[src/rtl/lfsr_rand_fifo_pkg.sv]
// Shared types and constants for the LFSR random-word FIFO.
// Bytes from the LFSR are packed into 32-bit words before they are stored.
package lfsr_rand_fifo_pkg;

   localparam int unsigned BYTES_PER_WORD = 4;
   localparam int unsigned WORD_WIDTH     = 32;

   typedef enum logic {
      FILL,
      HOLD
   } state_t;

endpackage

[src/rtl/lfsr_word_ram.sv]
// Word storage: DEPTH x 32, one write port and a registered read port.
// A read and a write to the same address return the old contents.
module lfsr_word_ram
   import lfsr_rand_fifo_pkg::*;
#(
   parameter int unsigned DEPTH = 4,
   parameter int unsigned AW    = $clog2(DEPTH)
) (
   input  logic                  clk,
   input  logic                  reset_n,
   input  logic                  wr_en,
   input  logic [AW-1:0]         wr_addr,
   input  logic [WORD_WIDTH-1:0] wr_data,
   input  logic                  rd_en,
   input  logic [AW-1:0]         rd_addr,
   output logic [WORD_WIDTH-1:0] rd_data
);

   logic [WORD_WIDTH-1:0] mem [DEPTH];

   always_ff @(posedge clk) begin
      if (wr_en) begin
         mem[wr_addr] <= wr_data;
      end
   end

   // Output register keeps its value between reads.
   always_ff @(posedge clk) begin
      if (!reset_n) begin
         rd_data <= '0;
      end else if (rd_en) begin
         rd_data <= mem[rd_addr];
      end
   end

endmodule

[src/rtl/lfsr_rand_fifo.sv]
// Packs successive LFSR bytes into 32-bit words and queues them in a FIFO.
// The LFSR is only advanced while a word is being collected and space can follow.
module lfsr_rand_fifo
   import lfsr_rand_fifo_pkg::*;
#(
   parameter int unsigned DEPTH = 4
) (
   input  logic                   clk,
   input  logic                   reset_n,
   input  logic [7:0]             lfsr_data,
   input  logic                   new_seed,
   output logic                   lfsr_enable,
   input  logic                   rd_req,
   output logic [31:0]            rd_data,
   output logic                   rd_valid,
   output logic                   rd_underflow,
   output logic                   empty,
   output logic                   full,
   output logic [$clog2(DEPTH):0] count
);

   localparam int unsigned AW = $clog2(DEPTH);
   localparam int unsigned CW = AW + 1;

   state_t                state;
   logic [2:0]            req_cnt;
   logic [1:0]            byte_cnt;
   logic                  cap_valid;
   logic                  rst_done;
   logic [WORD_WIDTH-1:0] word;
   logic [AW-1:0]         wr_ptr;
   logic [AW-1:0]         rd_ptr;
   logic [CW-1:0]         cnt;

   logic                  pop;
   logic                  room;
   logic                  last_cap;
   logic                  wr_en;
   logic [WORD_WIDTH-1:0] full_word;
   logic [WORD_WIDTH-1:0] wr_data;

   assign empty = (cnt == '0);
   assign full  = (cnt == CW'(DEPTH));
   assign count = cnt;

   // rst_done keeps the enable low in the cycle the LFSR leaves its own reset.
   assign lfsr_enable = reset_n && rst_done && (state == FILL) &&
                        (req_cnt < 3'(BYTES_PER_WORD)) && !new_seed;

   assign pop       = rd_req && !empty && !new_seed;
   assign room      = !full || pop;
   assign last_cap  = cap_valid && (byte_cnt == 2'(BYTES_PER_WORD - 1));
   assign full_word = {lfsr_data, word[23:0]};
   assign wr_en     = reset_n && !new_seed &&
                      (((state == FILL) && last_cap && room) || ((state == HOLD) && room));
   assign wr_data   = (state == HOLD) ? word : full_word;

   always_ff @(posedge clk) begin
      if (!reset_n) begin
         state        <= FILL;
         req_cnt      <= '0;
         byte_cnt     <= '0;
         cap_valid    <= 1'b0;
         rst_done     <= 1'b0;
         word         <= '0;
         wr_ptr       <= '0;
         rd_ptr       <= '0;
         cnt          <= '0;
         rd_valid     <= 1'b0;
         rd_underflow <= 1'b0;
      end else begin
         rst_done <= 1'b1;
         if (new_seed) begin
            state        <= FILL;
            req_cnt      <= '0;
            byte_cnt     <= '0;
            cap_valid    <= 1'b0;
            word         <= '0;
            wr_ptr       <= '0;
            rd_ptr       <= '0;
            cnt          <= '0;
            rd_valid     <= 1'b0;
            rd_underflow <= 1'b0;
         end else begin
            rd_valid     <= pop;
            rd_underflow <= rd_req && empty;
            cap_valid    <= lfsr_enable;
            if (lfsr_enable) begin
               req_cnt <= req_cnt + 1'b1;
            end
            if (wr_en) begin
               wr_ptr <= wr_ptr + 1'b1;
            end
            if (pop) begin
               rd_ptr <= rd_ptr + 1'b1;
            end
            cnt <= cnt + CW'(wr_en) - CW'(pop);

            unique case (state)
               FILL: begin
                  if (last_cap) begin
                     req_cnt  <= '0;
                     byte_cnt <= '0;
                     if (!room) begin
                        word  <= full_word;
                        state <= HOLD;
                     end
                  end else if (cap_valid) begin
                     word[{byte_cnt, 3'b000} +: 8] <= lfsr_data;
                     byte_cnt                      <= byte_cnt + 1'b1;
                  end
               end
               HOLD: begin
                  if (room) begin
                     state <= FILL;
                  end
               end
            endcase
         end
      end
   end

   lfsr_word_ram #(
      .DEPTH (DEPTH),
      .AW    (AW)
   ) u_ram (
      .clk     (clk),
      .reset_n (reset_n),
      .wr_en   (wr_en),
      .wr_addr (wr_ptr),
      .wr_data (wr_data),
      .rd_en   (pop),
      .rd_addr (rd_ptr),
      .rd_data (rd_data)
   );

endmodule

[config.mk]
export PLATFORM = sky130hd
export DESIGN_NAME = lfsr_rand_fifo
export DESIGN_NICKNAME = d
export VERILOG_FILES = /design/src/rtl/lfsr_rand_fifo_pkg.sv /design/src/rtl/lfsr_word_ram.sv /design/src/rtl/lfsr_rand_fifo.sv
export SDC_FILE = /design/constraint.sdc
export NUM_CORES = 1
export LEC_CHECK = 0
export CAP_MARGIN = 15
export CORE_MARGIN = 2
export CORE_UTILIZATION = 50
export DETAILED_ROUTE_END_ITERATION = 16
export PLACE_DENSITY_LB_ADDON = 0.2
export SLEW_MARGIN = 20
export SYNTH_ARGS = -nofsm -noshare
export SYNTH_HDL_FRONTEND = slang
export SYNTH_SLANG_ARGS = --single-unit
export TNS_END_PERCENT = 20
[constraint.sdc]
create_clock -name clk -period 2.9 [get_ports clk]
set_clock_uncertainty 0.15 [all_clocks]
set_input_delay 0.435 -clock clk [delete_from_list [all_inputs] [get_ports clk]]
set_output_delay 0.435 -clock clk [all_outputs]
set_load 0.03 [all_outputs]
== After elaboration in Yosys (flattened, before gate mapping) ==
Memories as Yosys holds them, arrays and structs flattened. A register that Yosys moved wholly into a read port is not among the register bits.
Cells that the tools add are included.

* Add/subtract/negate cells: 7
* $lt $le $gt $ge: 1
* Eq/ne operators: 3
* Shift operators: 2
* Mux-type cells: 16
* Bitwise gates (word level): 3
* Reductions and logical operators: 25

{| class="wikitable"
|+ Operators with widths
! kind !! number
|-
| 32-bit two-way mux || 4
|-
| 32-bit bitwise mux || 1
|-
| 8-bit by 7-bit variable shift with 32-bit output (first input constant) || 1
|-
| 8-bit by 7-bit indexed part select with 32-bit output || 1
|-
| 1-bit logical AND || 13
|-
| 3-bit two-way mux || 3
|-
| 5-bit negator with 7-bit output || 1
|-
| 2-bit by 1-bit adder with 2-bit output (second input constant) || 3
|-
| 3-bit AND reduction || 2
|-
| 1-bit two-way mux || 5
|-
| 1-bit zero test || 4
|-
| 2-bit two-way mux || 2
|-
| 3-bit by 1-bit adder with 3-bit output || 1
|-
| 3-bit by 1-bit adder with 3-bit output (second input constant) || 1
|-
| 3-bit equality test (second input constant) || 1
|-
| 3-bit zero test || 1
|-
| 3-bit < comparator (second input constant) || 1
|-
| 1-bit NOT || 3
|-
| 3-bit by 1-bit subtractor with 3-bit output || 1
|-
| 2-bit equality test (second input constant) || 1
|-
| 1-bit logical OR || 2
|-
| 2-bit != test (second input constant) || 1
|-
| 1-bit one-hot mux with 2 select lines || 1
|-
| 2-bit AND reduction || 1
|-
| 2 further kinds || 2
|}

* Flip-flop bits (word level): 49
* RAM bits: 128
* Input port bits: 12
* Logic and storage cells: 70
* Memories kept: 1

{| class="wikitable"
|+ Memories
! memory !! depth !! bits a word !! rd ports !! clocked after memory_dff !! wr ports !! line !! RTL
|-
| u_ram.mem || 4 || 32 || 1 || 1 || 1 || lfsr_word_ram.sv:19 || <nowiki>logic [WORD_WIDTH-1:0] mem [DEPTH];</nowiki>
|}

== Longest topological paths before layout ==
* Depth after elaboration: 10
* Gate-level depth with buffers: 12

== Modules after synthesis ==
A second synthesis with hierarchy kept.

* Cells, all modules: 527
* Area, all modules: 8,052.7 um^2

{| class="wikitable"
|+ Modules (own cells, without submodules)
! module !! times used !! cells each !! area each (um^2)
|-
| lfsr_word_ram || 1 || 315 || 5,881.9
|-
| lfsr_rand_fifo || 1 || 212 || 2,170.8
|}

== Worst setup path after synthesis ==
Ideal clock, no wire load.

* Kind: register -> register
* From: reg cnt[2] (netlist: count[2])
* To: reg cnt[2] (netlist: count[2])
* Setup time: 0.078 ns
* Arrival time: 2.626 ns
* Data required time: 2.672 ns
* Slack: 0.046 ns
* Stages on the path, launching flop included: 12
* Buffers on the path: 0
* Cell sequence: dfxtp_1 -> nor3b_4 -> a211oi_2 -> inv_1 -> ha_1 -> inv_1 -> ha_1 -> inv_1 -> fa_1 -> xor2_1 -> and2_1 -> nor3_1

* Elaborated cells between the ends (all ways): 13

{| class="wikitable"
|+ RTL lines
! what !! line !! RTL
|-
| start, declared || lfsr_rand_fifo.sv:33 || <nowiki>logic [CW-1:0] cnt;</nowiki>
|-
| start signal, assigned || lfsr_rand_fifo.sv:97 || <nowiki>cnt <= cnt + CW'(wr_en) - CW'(pop);</nowiki>
|-
| 3-bit equality test * || lfsr_rand_fifo.sv:43 || <nowiki>assign full = (cnt == CW'(DEPTH));</nowiki>
|-
| via full || lfsr_rand_fifo.sv:18 || <nowiki>output logic full,</nowiki>
|-
| 1-bit zero test * || lfsr_rand_fifo.sv:51 || <nowiki>assign room = !full || pop;</nowiki>
|-
| 1-bit logical OR * || lfsr_rand_fifo.sv:51 ||
|-
| 1-bit logical AND || lfsr_rand_fifo.sv:55 || <nowiki>(((state == FILL) && last_cap && room) || ((state == HOLD) && room));</nowiki>
|-
| 1-bit logical OR * || lfsr_rand_fifo.sv:55 ||
|-
| 1-bit logical AND * || lfsr_rand_fifo.sv:54 || <nowiki>assign wr_en = reset_n && !new_seed &&</nowiki>
|-
| 3-bit by 1-bit adder with 3-bit output * || lfsr_rand_fifo.sv:97 ||
|-
| 3-bit by 1-bit subtractor with 3-bit output * || lfsr_rand_fifo.sv:97 ||
|}

Mark *: on every way through the listed nets, which the timed path passes. The rest lies on a longest branch.
A chain may end at the register's enable or synchronous reset.

== Final worst setup path ==
* From: reg cnt[1] (netlist: count[1])
* To: out empty

* Longest elaborated chain between the ends: 1

{| class="wikitable"
|+ Ends and longest elaborated chain
! what !! line !! RTL
|-
| 3-bit zero test || lfsr_rand_fifo.sv:42 || <nowiki>assign empty = (cnt == '0);</nowiki>
|-
| end, declared || lfsr_rand_fifo.sv:17 || <nowiki>output logic empty,</nowiki>
|}

Every way passes these cells.

==> run summary <==
Via density: 5.47
largest net degree at the start of global routing: 41
CP required: 2.32 ns
Mapped Nets: 492
drt first-iter violations: 267
# rows: 45
total power draw: 5.85 mW
Max Freq: 378 MHz
PD cells: 621 nW/um^2
Root Driver: clkbuf_16
setup_tns: 0 ns
ordered list of cells on the worst path: nor3_4 -> clkdlybuf4s50_1
Post-Syn Area: 7900 um^2
family with the most delay on the worst path: buffers and inverters
final design utilization: 61.5%
max incr delay on CP: 0.76 ns
hpwl dp: 8640 um
Final Setup Violations: 0
post-synthesis adder-cell area fraction: 2.00%
Final Hold Violating Endpoints: 0
Rel. slew slack: 39.5%
setup slack after layout: 0.253 ns
Synth Instances: 468
global-route usage over all layers: 17.6%
global route overflow: 0
Ys Warns: 0
GPL Wtd Cong: 0.778
compound-cell area share of the yosys netlist: 7.19%
library cells used by synthesis: 45
worst slew pin tran: 0.906 ns
Final Non-Filler Cells: 759
post-layout minimum cycle time: 2.65 ns
syn_area_per_cell: 16.9 um^2
WL met3: 698 um
critical-path maximum fanout: 9
Die ar.: 16800 um^2
Hold Crit Start: word[24]
final WL: 14200 um
maxcap violations: 0
number of synthesized register bits: 209
routed vias: 4149
multiplexer share of the synthesized area: 11.9%
clock latency on the worst-skew pair: 0.48 ns
# IOs: 52
post-route design area: 9420 um^2
unrepaired setup endpoints after global routing: no
Hold Slack: 0.305 ns
dpl cells: 719
CTS Buf Count: 22
Area Overhead vs Synth: 19.3%
main combinational cell family by area after synthesis: multiplexers
Port Buffers: 51
class of the most critical setup path: flop to output pin
Synth Flop Type: edfxtp_1
sequential element share of the synthesized area: 69.2%
Async S/R FF share, synth: 0%
dpl ws: -0.0386 ns
status: finished clean
CTS tree: built
R2R Path End: count[2]
number of inserted diodes: 0
Die Y: 130 um
Arr. time, crit path: 2.06 ns
Antenna Nets Post-Route: 0
most common cell after layout, fill and taps aside: edfxtp_1
Max clock buf depth: 3
Final Cycle Share: 91.3%
Fillers: 1160
Post-synth EDFFs: 128
CP Capture Type: output pin
hold depth: 2
commonest cells after routing, fill and taps aside: edfxtp_1 (128), dfxtp_1 (79), clkdlybuf4s50_1 (50), a22o_1 (32), nand2_1 (29)
Clock transition at path regs: 0.05 ns
DR WL/cell: 18.7 um
CTS Sinks: 209
Critical R2R Launch: byte_cnt[0]
r2r setup slk: 0.37 ns
slowest cell on the critical path: clkdlybuf4s50_1
uppermost layer routed: met5
TritonRoute pass-1 iters: 4
VDD IR max: 441 uV
simple-gate share of the synthesized area: 6.89%
min-delay worst type: flop to flop
initial core utilization: 51.6%
vias in the first global route: 4372
# DRC: 0
M1 WL: 6380 um
depth of the CTS H-tree: 1
initial antenna violation count: 1
first-pass GRT wire length: 22700 um
Die X: 130 um
leakage power total: 3.13 nW
critical path launch point type: flop
Slew Viols, Final: 0
Final nets: 556
Crit path buffers/inverters: 1
R2R cell count: 12
XOR/XNOR Fraction of Synth Area: 0.111%
Worst Hold Path EP: word[24]
placed instance area: 8730 um^2
routed wl met2: 6860 um
Core Box Area: 15300 um^2
fraction of layout cells with a size suffix above 1: 17.9%
## power breakdown
part / internal (mW) / switching (mW) / total (mW)
combinational: 0.0409 / 0.0593 / 0.100
sequential: 3.13 / 0.00572 / 3.14
clock: 1.56 / 1.05 / 2.61
total: 4.73 / 1.11 / 5.85
## tightest hold or removal path, delay by kind of cell, from the launching register on
family / cells / cell delay (ns)
flops: 1 / 0.30
mux: 1 / 0.05
simple gates: 1 / 0.05
## flip-flops by register name, indices dropped and copies added (netlist names)
signal,count
rd_ptr,2
cap_valid,1
u_ram.rd_data,32
rst_done,1
rd_valid,1
wr_ptr,2
byte_cnt,2
rd_underflow,1
count,3
u_ram.mem,128
word,32
req_cnt,3
state,1
## Yosys cell counts (5+ instances only)
cell type / number / area share [%]
edfxtp_1: 128 / 49
dfxtp_1: 81 / 21
a22o_1: 32 / 3.5
nand2_1: 29 / 1.4
mux4_2: 27 / 7.7
a32o_1: 16 / 2.0
buf_2: 16 / 1.0
and2_1: 15 / 1.2
a21oi_1: 14 / 0.89
ha_1: 11 / 1.7
mux2i_1: 11 / 1.4
nor2_1: 10 / 0.48
inv_1: 9 / 0.43
nand3_1: 9 / 0.57
mux2_2: 8 / 1.1
clkbuf_1: 5 / 0.24
mux4_1: 5 / 1.7
## cell type report
class	instances	area [um^2]	area share (%)
Timing Repair Buffer	68	736	7.81
Clock buffer	34	657	6.97
Inverter	10	40.0	0.425
Sequential cell	209	5470	58.0
Clock inverter	6	36.3	0.385
Tap cell	211	264	2.80
Multi-Input combinational cell	221	2220	23.6
## worst max-delay path by stage
| stage | to | start | slack, ns | cells past startpoint |
|---|---|---|---|---|
| after floorplan | count[2] | count[2] | 0.05 | 11 |
| after global placement | count[2] | new_seed | 0.05 | 12 |
| after detailed placement | count[2] | new_seed | -0.04 | 12 |
| after CTS | empty | count[1] | 0.22 | 2 |
| after global routing | count[2] | byte_cnt[0] | 0.08 | 12 |
| final | empty | count[1] | 0.25 | 2 |
## per-layer routing
layer	GRT usage (%)	vias to the layer above
li1	-	1963
met1	23.9	2065
met2	29.7	101
met3	3.49	18
met4	4.36	2
met5	0	-
## timing repair
action | 4_1_cts | 5_1_grt
gates resized for setup | 0 | 1
buffers inserted | 0 | 0
endpoints found under the setup margin | 0 | 1
hold buffers | 0 | 0
## kinds of logic after synthesis
kind of cell | after synthesis
AOI/OAI and AO/OA | 70
xor gates and xnor gates | 1
adders and majority gates | 12
buffers and inverters | 38
DFF | 209
muxes | 51
and+or+nand+nor | 87
No activity file was read; power rests on OpenSTA's default activity.
